File: config.mk
export PLATFORM = sky130hd
export DESIGN_NAME = hit_score_unit_flat
export DESIGN_NICKNAME = d
export VERILOG_FILES = /design/src/rtl/hit_score_unit_if.sv /design/src/rtl/hit_score_unit.sv /design/src/flat_wrapper.sv
export SDC_FILE = /design/constraint.sdc
export NUM_CORES = 1
export LEC_CHECK = 0
export ABC_AREA = 1
export CORE_ASPECT_RATIO = 1.25
export CORE_MARGIN = 5
export CORE_UTILIZATION = 56
export DETAILED_ROUTE_END_ITERATION = 16
export MAX_ROUTING_LAYER = met4
export PLACE_DENSITY = 0.94
export SLEW_MARGIN = 20
export SYNTH_ARGS = -nofsm -noshare
export SYNTH_HDL_FRONTEND = slang
export SYNTH_SLANG_ARGS = --single-unit
export TNS_END_PERCENT = 20
File: constraint.sdc
create_clock -name clk -period 8.4 [get_ports clk]
set_input_delay 0.84 -clock clk [delete_from_list [all_inputs] [get_ports clk]]
set_output_delay 0.84 -clock clk [all_outputs]
set_load 0.01 [all_outputs]
File: src/rtl/hit_score_unit_if.sv
// Port bundle for hit_score_unit: control/position inputs and hit/score outputs.
// The master drives positions and strobes; the slave (scorer) drives results.
interface hit_score_unit_if #(
    parameter int unsigned COORD_W    = 7,
    parameter int unsigned NUM_FRUITS = 4,
    parameter int unsigned SCORE_W    = 8
);
    logic                          clear;
    logic                          sample;
    logic [COORD_W-1:0]            char_x;
    logic [COORD_W-1:0]            char_y;
    logic [NUM_FRUITS*COORD_W-1:0] fruit_x;
    logic [NUM_FRUITS*COORD_W-1:0] fruit_y;
    logic [NUM_FRUITS*3-1:0]       fruit_colour;
    logic [NUM_FRUITS-1:0]         fruit_valid;
    logic                          hit_valid;
    logic [2:0]                    hit_idx;
    logic [2:0]                    hit_colour;
    logic [NUM_FRUITS-1:0]         hit_mask;
    logic [SCORE_W-1:0]            score;
    logic                          score_sat;

    modport master (
        output clear, sample, char_x, char_y, fruit_x, fruit_y, fruit_colour, fruit_valid,
        input  hit_valid, hit_idx, hit_colour, hit_mask, score, score_sat
    );

    modport slave (
        input  clear, sample, char_x, char_y, fruit_x, fruit_y, fruit_colour, fruit_valid,
        output hit_valid, hit_idx, hit_colour, hit_mask, score, score_sat
    );
endinterface

File: src/rtl/hit_score_unit.sv
// Multi-fruit collision detector with rising-edge hit detection and a
// saturating score register; two-stage pipeline from sample to outputs.
module hit_score_unit #(
    parameter int unsigned COORD_W    = 7,
    parameter int unsigned NUM_FRUITS = 4,
    parameter int unsigned SCORE_W    = 8
) (
    input  logic             clk,
    input  logic             resetn,
    hit_score_unit_if.slave  bus
);
    localparam int unsigned DW = SCORE_W + 4;

    logic [NUM_FRUITS-1:0]   match;
    logic [NUM_FRUITS-1:0]   prev_q, prev_d;
    logic [NUM_FRUITS-1:0]   new_q, new_d;
    logic [NUM_FRUITS*3-1:0] col_q, col_d;
    logic                    hit_valid_q, hit_valid_d;
    logic [2:0]              hit_idx_q, hit_idx_d;
    logic [2:0]              hit_colour_q, hit_colour_d;
    logic [NUM_FRUITS-1:0]   hit_mask_q, hit_mask_d;
    logic [SCORE_W-1:0]      score_q, score_d;
    logic                    score_sat_q, score_sat_d;
    logic signed [DW-1:0]    delta;
    logic signed [DW:0]      sum;
    logic                    found;

    function automatic logic signed [DW-1:0] pts(input logic [2:0] c);
        case (c)
            3'd0:    pts = DW'(1);
            3'd1:    pts = DW'(2);
            3'd2:    pts = DW'(3);
            3'd3:    pts = DW'(4);
            3'd4:    pts = DW'(-1);
            3'd5:    pts = DW'(5);
            3'd6:    pts = DW'(-2);
            default: pts = '0;
        endcase
    endfunction

    // Stage 1: parallel compare, rising-edge detect against the last sampled match.
    always_comb begin
        match  = '0;
        prev_d = prev_q;
        new_d  = '0;
        col_d  = col_q;
        for (int unsigned i = 0; i < NUM_FRUITS; i++) begin
            match[i] = bus.fruit_valid[i]
                     && (bus.fruit_x[i*COORD_W +: COORD_W] == bus.char_x)
                     && (bus.fruit_y[i*COORD_W +: COORD_W] == bus.char_y)
                     && (bus.fruit_colour[i*3 +: 3] != 3'b111);
        end
        if (bus.clear) begin
            prev_d = '0;
        end else if (bus.sample) begin
            new_d  = match & ~prev_q;
            prev_d = match;
            col_d  = bus.fruit_colour;
        end
    end

    // Stage 2: report lowest new slot, accumulate points, clamp into score range.
    always_comb begin
        hit_valid_d  = 1'b0;
        hit_idx_d    = '0;
        hit_colour_d = '0;
        hit_mask_d   = '0;
        score_d      = score_q;
        score_sat_d  = score_sat_q;
        delta        = '0;
        found        = 1'b0;
        for (int unsigned i = 0; i < NUM_FRUITS; i++) begin
            if (new_q[i]) begin
                delta = delta + pts(col_q[i*3 +: 3]);
                if (!found) begin
                    found        = 1'b1;
                    hit_idx_d    = 3'(i);
                    hit_colour_d = col_q[i*3 +: 3];
                end
            end
        end
        sum = $signed({5'b0, score_q}) + $signed({delta[DW-1], delta});
        if (bus.clear) begin
            hit_idx_d    = '0;
            hit_colour_d = '0;
            score_d      = '0;
            score_sat_d  = 1'b0;
        end else if (|new_q) begin
            hit_valid_d = 1'b1;
            hit_mask_d  = new_q;
            if (sum < 0) begin
                score_d     = '0;
                score_sat_d = 1'b1;
            end else if (sum > $signed({5'b0, {SCORE_W{1'b1}}})) begin
                score_d     = '1;
                score_sat_d = 1'b1;
            end else begin
                score_d     = sum[SCORE_W-1:0];
                score_sat_d = 1'b0;
            end
        end else begin
            hit_idx_d    = '0;
            hit_colour_d = '0;
        end
    end

    always_ff @(posedge clk or negedge resetn) begin
        if (!resetn) begin
            prev_q       <= '0;
            new_q        <= '0;
            col_q        <= '0;
            hit_valid_q  <= 1'b0;
            hit_idx_q    <= '0;
            hit_colour_q <= '0;
            hit_mask_q   <= '0;
            score_q      <= '0;
            score_sat_q  <= 1'b0;
        end else begin
            prev_q       <= prev_d;
            new_q        <= new_d;
            col_q        <= col_d;
            hit_valid_q  <= hit_valid_d;
            hit_idx_q    <= hit_idx_d;
            hit_colour_q <= hit_colour_d;
            hit_mask_q   <= hit_mask_d;
            score_q      <= score_d;
            score_sat_q  <= score_sat_d;
        end
    end

    assign bus.hit_valid  = hit_valid_q;
    assign bus.hit_idx    = hit_idx_q;
    assign bus.hit_colour = hit_colour_q;
    assign bus.hit_mask   = hit_mask_q;
    assign bus.score      = score_q;
    assign bus.score_sat  = score_sat_q;
endmodule

File: src/flat_wrapper.sv
// flat-port wrapper written by rule: the top's interface ports become plain ports
module hit_score_unit_flat 
#(
    parameter int unsigned COORD_W    = 7,
    parameter int unsigned NUM_FRUITS = 4,
    parameter int unsigned SCORE_W    = 8
)
  (clk, resetn, bus_clear, bus_sample, bus_char_x, bus_char_y, bus_fruit_x, bus_fruit_y, bus_fruit_colour, bus_fruit_valid, bus_hit_valid, bus_hit_idx, bus_hit_colour, bus_hit_mask, bus_score, bus_score_sat);
  hit_score_unit_if #(.COORD_W(COORD_W), .NUM_FRUITS(NUM_FRUITS), .SCORE_W(SCORE_W)) bus_i ();
  input  logic clk;
  input  logic resetn;
  input wire logic [$bits(bus_i.clear)-1:0] bus_clear;
  input wire logic [$bits(bus_i.sample)-1:0] bus_sample;
  input wire logic [$bits(bus_i.char_x)-1:0] bus_char_x;
  input wire logic [$bits(bus_i.char_y)-1:0] bus_char_y;
  input wire logic [$bits(bus_i.fruit_x)-1:0] bus_fruit_x;
  input wire logic [$bits(bus_i.fruit_y)-1:0] bus_fruit_y;
  input wire logic [$bits(bus_i.fruit_colour)-1:0] bus_fruit_colour;
  input wire logic [$bits(bus_i.fruit_valid)-1:0] bus_fruit_valid;
  output wire logic [$bits(bus_i.hit_valid)-1:0] bus_hit_valid;
  output wire logic [$bits(bus_i.hit_idx)-1:0] bus_hit_idx;
  output wire logic [$bits(bus_i.hit_colour)-1:0] bus_hit_colour;
  output wire logic [$bits(bus_i.hit_mask)-1:0] bus_hit_mask;
  output wire logic [$bits(bus_i.score)-1:0] bus_score;
  output wire logic [$bits(bus_i.score_sat)-1:0] bus_score_sat;
  assign bus_i.clear = bus_clear;
  assign bus_i.sample = bus_sample;
  assign bus_i.char_x = bus_char_x;
  assign bus_i.char_y = bus_char_y;
  assign bus_i.fruit_x = bus_fruit_x;
  assign bus_i.fruit_y = bus_fruit_y;
  assign bus_i.fruit_colour = bus_fruit_colour;
  assign bus_i.fruit_valid = bus_fruit_valid;
  assign bus_hit_valid = bus_i.hit_valid;
  assign bus_hit_idx = bus_i.hit_idx;
  assign bus_hit_colour = bus_i.hit_colour;
  assign bus_hit_mask = bus_i.hit_mask;
  assign bus_score = bus_i.score;
  assign bus_score_sat = bus_i.score_sat;
  hit_score_unit #(.COORD_W(COORD_W), .NUM_FRUITS(NUM_FRUITS), .SCORE_W(SCORE_W)) u_core (.clk(clk), .resetn(resetn), .bus(bus_i));
endmodule
==> results.json, run 1 <==
{
  "grtUsageTotal": 0.289,
  "cp-end-kind": "register",
  "mostFrequentLayoutCell": "nand2_1",
  "met2_usage": 0.514,
  "drt_pass1_iterations": 7,
  "cpPeakStageDelay_ns": 0.44,
  "cts_resized": 0,
  "synth_largest_area_cell": "dfrtp_1",
  "detailed_place_hpwl_mm": 12.1,
  "final_max_slew_viol_count": 0,
  "place_area_mm2": 0.00578,
  "path_max_fanout": 9,
  "synth_top_area_frac": 0.211,
  "multi_input_area_mm2": 0.00321,
  "clkLatencyLatePin_ns": 0.30,
  "timing.rr.start": "u_core.col_q[2]$_DFFE_PN0P_",
  "max_freq_mhz": 155,
  "fin_util": 0.721,
  "synth.area.top_cells": "dfrtp_1 (21%), nand2_1 (16%), ha_1 (9.2%), inv_1 (8.3%), nand3_1 (5.8%)",
  "die_w_um": 91.3,
  "syn_nets": 842,
  "first_global_vias": 5441,
  "detail_route.wl_per_cell_um": 15.7,
  "synthDistinctLibCells": 42,
  "power_uw": 528,
  "h-tree-depth": 2,
  "instances_no_fill": 914,
  "drc": 0,
  "grtUsageMet3": 0.0297,
  "synth_seq_cells": 39,
  "rr_endpoint": "u_core.bus.score[2]$_DFFE_PN0P_",
  "period_share": 0.770,
  "maxCapViolCount": 0,
  "startpoint": "u_core.col_q[2]$_DFFE_PN0P_",
  "vdd_drop_max_v": 0.0000685,
  "p_per_area_mw_per_mm2": 89.9,
  "register_area_um2": 976,
  "place_ws_ns": 2.10,
  "synth_edf_count": 0,
  "synthArstFlopShare": 1.00,
  "finClkSkew_ns": 0.00751,
  "cts_tree": "yes",
  "io_buffers": 108,
  "grt_remaining_overflow": 0,
  "ios": 110,
  "core_area_mm2": 0.00815,
  "synth_top_flop_cell": "dfrtp_1",
  "drive_gt1_frac": 0.0343,
  "met1_usage": 0.310,
  "grt_pass1_wl_mm": 23.6,
  "crit_arrival_ns": 6.65,
  "postSynthCellCount": 712,
  "rows": 37,
  "cp_slowest_cell": "fa_1",
  "syn_avg_cell_area_um2": 6.50,
  "gp_congestion": 0.987,
  "areaGrowthSynthToFinish_pct": 27.0,
  "place_inst": 906,
  "grt_max_degree": 40,
  "final_cell_mix": "nand2_1 (193), clkdlybuf4s50_1 (107), inv_1 (102), nor2_1 (55), nand3_1 (54)",
  "relSlewSlack": 0.435,
  "seq_area_frac_synth": 0.211,
  "clock-sinks": 39,
  "critPathCapture": "u_core.bus.score[2]$_DFFE_PN0P_",
  "setup_slack_ns": 1.93,
  "status": "complete, no violations",
  "postCtsSetupBuffers": 0,
  "die_y_um": 112,
  "syn_area_mm2": 0.00463,
  "yosysWarnings": 0,
  "worst_slew_pin_slew_ns": 0.848,
  "ant_nets": 0,
  "finalCriticalPeriod_ns": 6.47,
  "cts_buffer_depth": 2,
  "post-route-cell-area_mm2": 0.00588,
  "rsz0062_at_grt": "no",
  "worst_path_most_repeated_cell": "nand2_1",
  "fin_tns_setup_ns": 0,
  "setup_viol": 0,
  "dieArea_mm2": 0.0102,
  "antenna_found_initial": 0,
  "nets": 946,
  "first_iter_violations": 346,
  "whs_ns": 0.438,
  "p_leak_nw": 2.97,
  "fill_cells": 672,
  "reg2regPathDepth": 41,
  "viasPerCell": 5.71,
  "postCtsHoldBufs": 0,
  "cts_made_buffers": 5,
  "worstPathRequired_ns": 8.59,
  "busiest_layer": "met2",
  "num_antenna_cells": 0,
  "clkTransAtPathRegs_ns": 0.08,
  "hp-class": "register to register",
  "cp-start-kind": "register",
  "drt_wl_total_mm": 14.3,
  "vias": 5219,
  "rrSetupSlack_ns": 1.93,
  "start_util": 0.568,
  "clockRootBuffer": "clkbuf_8",
  "setup.worst_path.class": "register to register",
  "hold_violations": 0
}
## kinds of logic after synthesis
| family | synth area share |
|---|---|
| xor gates and xnor gates | 0.0984 |
| adders and majority gates | 0.118 |
| AOI/OAI and AO/OA | 0.152 |
| DFF | 0.211 |
| other | 0.000810 |
| and+or+nand+nor | 0.326 |
| buffers and inverters | 0.0949 |
## state kept, by name (all words and copies together), names as in the netlist
register / cells
u_core.bus.hit_mask: 4
u_core.bus.hit_colour: 3
u_core.bus.score_sat: 1
u_core.prev_q: 4
u_core.col_q: 12
u_core.new_q: 4
u_core.bus.hit_idx: 2
u_core.bus.score: 8
u_core.bus.hit_valid: 1
## critical path, delay by kind of cell (launching register included)
kind / cells / cell delay (ns)
simple gates: 15 / 1.36
compound gates: 11 / 1.82
buf+inv: 7 / 0.53
flops: 1 / 0.41
fa+ha+maj: 6 / 2.00
xor+xnor: 2 / 0.23
## worst min-delay path by stage
stage	startpoint	endpoint	slack, ns	cells after the start
floorplan	u_core.prev_q[0]$_DFFE_PN0P_	u_core.new_q[0]$_DFF_PN0_	0.40	1
global placement	u_core.prev_q[0]$_DFFE_PN0P_	u_core.new_q[0]$_DFF_PN0_	0.41	1
detailed placement	u_core.prev_q[2]$_DFFE_PN0P_	u_core.new_q[2]$_DFF_PN0_	0.42	1
CTS	u_core.prev_q[1]$_DFFE_PN0P_	u_core.new_q[1]$_DFF_PN0_	0.43	1
global route	u_core.prev_q[0]$_DFFE_PN0P_	u_core.new_q[0]$_DFF_PN0_	0.45	1
finish	u_core.prev_q[1]$_DFFE_PN0P_	u_core.new_q[1]$_DFF_PN0_	0.44	1
## power breakdown
part           leakage [nW]  total [mW]  switching (mW)  internal (mW)
clock                0.0515       0.141          0.0663         0.0750
sequential            0.525       0.204         0.00847          0.195
combinational          2.40       0.184          0.0993         0.0844
total                  2.97       0.528           0.174          0.354
## layout make-up
| type | count | area share |
|---|---|---|
| clock buffer | 8 | 0.0170 |
| timing repair buffer | 108 | 0.183 |
| multi-input combinational | 558 | 0.547 |
| tap | 97 | 0.0206 |
| inverter | 104 | 0.0664 |
| sequential | 39 | 0.166 |
## Yosys cell counts, drive strengths merged, types with 2 or more instances
master,n
a21oi,40
o22ai,4
nor2,60
o21a,2
xnor2,27
o211ai,2
dfrtp,39
nand4,18
o21ai,53
o21bai,2
a211oi,6
buf,2
nand3,56
ha,34
clkbuf,9
xor2,25
a31oi,4
inv,103
a221oi,3
fa,6
nand3b,2
nor3,5
nand2,199
## routing by layer
metal / part of all wire / wire length [um]
met1: 0.38 / 5470
met2: 0.51 / 7270
met3: 0.057 / 819
met4: 0.053 / 758
met5: 0 / 0
(Power assumes the default switching activity.)
==> run 2, diff against run 1 <==
--- a/config.mk
+++ b/config.mk
@@ -8,10 +8,10 @@
 export ABC_AREA = 1
 export CORE_ASPECT_RATIO = 1.25
 export CORE_MARGIN = 5
-export CORE_UTILIZATION = 56
+export CORE_UTILIZATION = 47
 export DETAILED_ROUTE_END_ITERATION = 16
 export MAX_ROUTING_LAYER = met4
-export PLACE_DENSITY = 0.94
+export PLACE_DENSITY = 0.84
 export SLEW_MARGIN = 20
 export SYNTH_ARGS = -nofsm -noshare
 export SYNTH_HDL_FRONTEND = slang
==> constraint.sdc (replaced) <==
create_clock -name clk -period 5.3 [get_ports clk]
set_input_delay 0.53 -clock clk [delete_from_list [all_inputs] [get_ports clk]]
set_output_delay 0.53 -clock clk [all_outputs]
set_load 0.01 [all_outputs]
==> results.json, run 2 (synthesized netlist as in run 1, its figures left out) <==
{
  "status": "complete, but fails checks",
  "violations": "setup timing",
  "cpPeakStageDelay_ns": 0.44,
  "worstPathRequired_ns": 5.48,
  "reg2regPathDepth": 35,
  "num_antenna_cells": 0,
  "cp_slowest_cell": "fa_1",
  "instances_no_fill": 1034,
  "dieArea_mm2": 0.0119,
  "hold_violations": 0,
  "p_per_area_mw_per_mm2": 153,
  "crit_arrival_ns": 6.10,
  "detailed_place_hpwl_mm": 13.1,
  "h-tree-depth": 2,
  "sequentialPowerShare": 0.300,
  "place_inst": 1012,
  "switchingPower_uw": 324,
  "p_leak_nw": 3.55,
  "setup.worst_path.class": "register to register",
  "hp-class": "input pin to async pin",
  "vdd_drop_max_v": 0.000171,
  "power_mw": 1.08,
  "cts_buffer_depth": 2,
  "maxCapViolCount": 0,
  "setup_viol": 9,
  "cts_made_buffers": 5,
  "areaGrowthSynthToFinish_pct": 52.3,
  "regMostFlops": "u_core.col_q",
  "finClkSkew_ns": 0.00523,
  "nets": 1037,
  "die_w_um": 98.8,
  "largest_reg_flops": 12,
  "setup_slack_ns": -0.618,
  "antenna_found_initial": 0,
  "cp-start-kind": "register",
  "cp-end-kind": "register",
  "io_buffers": 108,
  "worst_slew_pin_slew_ns": 0.855,
  "drc": 0,
  "clkTransAtPathRegs_ns": 0.06,
  "path_max_fanout": 5,
  "fin_tns_setup_ns": -5.22,
  "worst_path_most_repeated_cell": "nand2_1",
  "die_y_um": 121,
  "final_max_slew_viol_count": 0,
  "rows": 40,
  "drt_wl_total_mm": 16.7,
  "first_iter_violations": 300,
  "relSlewSlack": 0.430,
  "vias": 5644,
  "ant_nets": 0,
  "clkLatencyLatePin_ns": 0.29,
  "clock-sinks": 39,
  "clockRootBuffer": "clkbuf_16",
  "detail_route.wl_per_cell_um": 16.1,
  "combPwrFrac": 0.331,
  "gp_congestion": 0.948,
  "viasPerCell": 5.46,
  "final_cell_mix": "nand2_1 (174), clkdlybuf4s50_1 (107), inv_1 (88), buf_4 (85), nor2_1 (50)",
  "finalCriticalPeriod_ns": 5.92,
  "p_clk_frac": 0.369,
  "grt_max_degree": 40,
  "p_sw_frac": 0.301,
  "max_freq_mhz": 169,
  "grt_pass1_wl_mm": 26.3,
  "rsz0062_at_grt": "yes",
  "drt_pass1_iterations": 5,
  "start_util": 0.482,
  "mostFrequentLayoutCell": "nand2_1",
  "first_global_vias": 5736,
  "whs_ns": 0.343,
  "core_area_mm2": 0.00961,
  "period_share": 1.12,
  "p_int_uw": 755,
  "grt_remaining_overflow": 0,
  "postCtsHoldBufs": 0,
  "drive_gt1_frac": 0.211,
  "ios": 110,
  "grtUsageTotal": 0.278,
  "cts_tree": "yes"
}
## run 2: per-layer routing
metal,vias up,share of wire,global-route usage
met5,-,0,-
met4,0,0.042,0.122
li1,2732,-,-
met2,241,0.52,0.513
met3,56,0.059,0.0334
met1,2615,0.37,0.295
## run 2: worst max-delay path: cells and delay by family (launching register included)
family	cells	cell delay, ns
DFF	1	0.43
buffers and inverters	6	0.65
AOI/OAI and AO/OA	11	1.75
adders and majority gates	5	1.63
and+or+nand+nor	10	0.92
xor gates and xnor gates	3	0.42
## run 2: final cells by class
type                       instances  area [um^2]
inverter                         104          395
timing repair buffer             197         1760
clock buffer                       5          125
clock inverter                     3         67.6
tap                              126          158
multi-input combinational        560         3570
sequential                        39          976
fill                             727         2560
## run 2: worst paths after layout
check / start / end / slack [ns]
setup / recovery: u_core.col_q[4]$_DFFE_PN0P_ / u_core.bus.score[4]$_DFFE_PN0P_ / -0.62
setup reg to reg: u_core.col_q[4]$_DFFE_PN0P_ / u_core.bus.score[4]$_DFFE_PN0P_ / -0.62
min in group clk: u_core.prev_q[0]$_DFFE_PN0P_ / u_core.new_q[0]$_DFF_PN0_ / 0.43
hold reg to reg: u_core.prev_q[0]$_DFFE_PN0P_ / u_core.new_q[0]$_DFF_PN0_ / 0.43
hold / removal: resetn / u_core.bus.score[7]$_DFFE_PN0P_ / 0.34
max in group asynchronous: resetn / u_core.col_q[5]$_DFFE_PN0P_ / 4.41
## run 2: power by group through the flow
stage	clock network (mW)	logic [mW]	registers (mW)
6_report	0.398	0.357	0.323
5_1_grt	0.413	0.392	0.324
4_1_cts	0.402	0.340	0.322
3_5_place_dp	0	0.328	0.326
3_3_place_gp	0	0.320	0.325
2_1_floorplan	0	0.165	0.325
## run 2: stage by stage
| step | cell area, um^2 | util | setup WS [ns] |
|---|---|---|---|
| floorplan | 4690 | - | 0.00902 |
| global placement | 6450 | 0.672 | -0.475 |
| detailed placement | 6450 | 0.672 | -0.656 |
| CTS | 6810 | 0.708 | -0.411 |
| global route | 7050 | 0.734 | -0.992 |
| finish | 7050 | 0.734 | -0.618 |
## run 2: what timing repair did
| action | in CTS | in global routing |
|---|---|---|
| setup buffers | 7 | 5 |
| pin swaps | 11 | 38 |
| gates resized for setup | 28 | 63 |
| setup endpoints to repair | 9 | 9 |
| gates cloned | 2 | 0 |
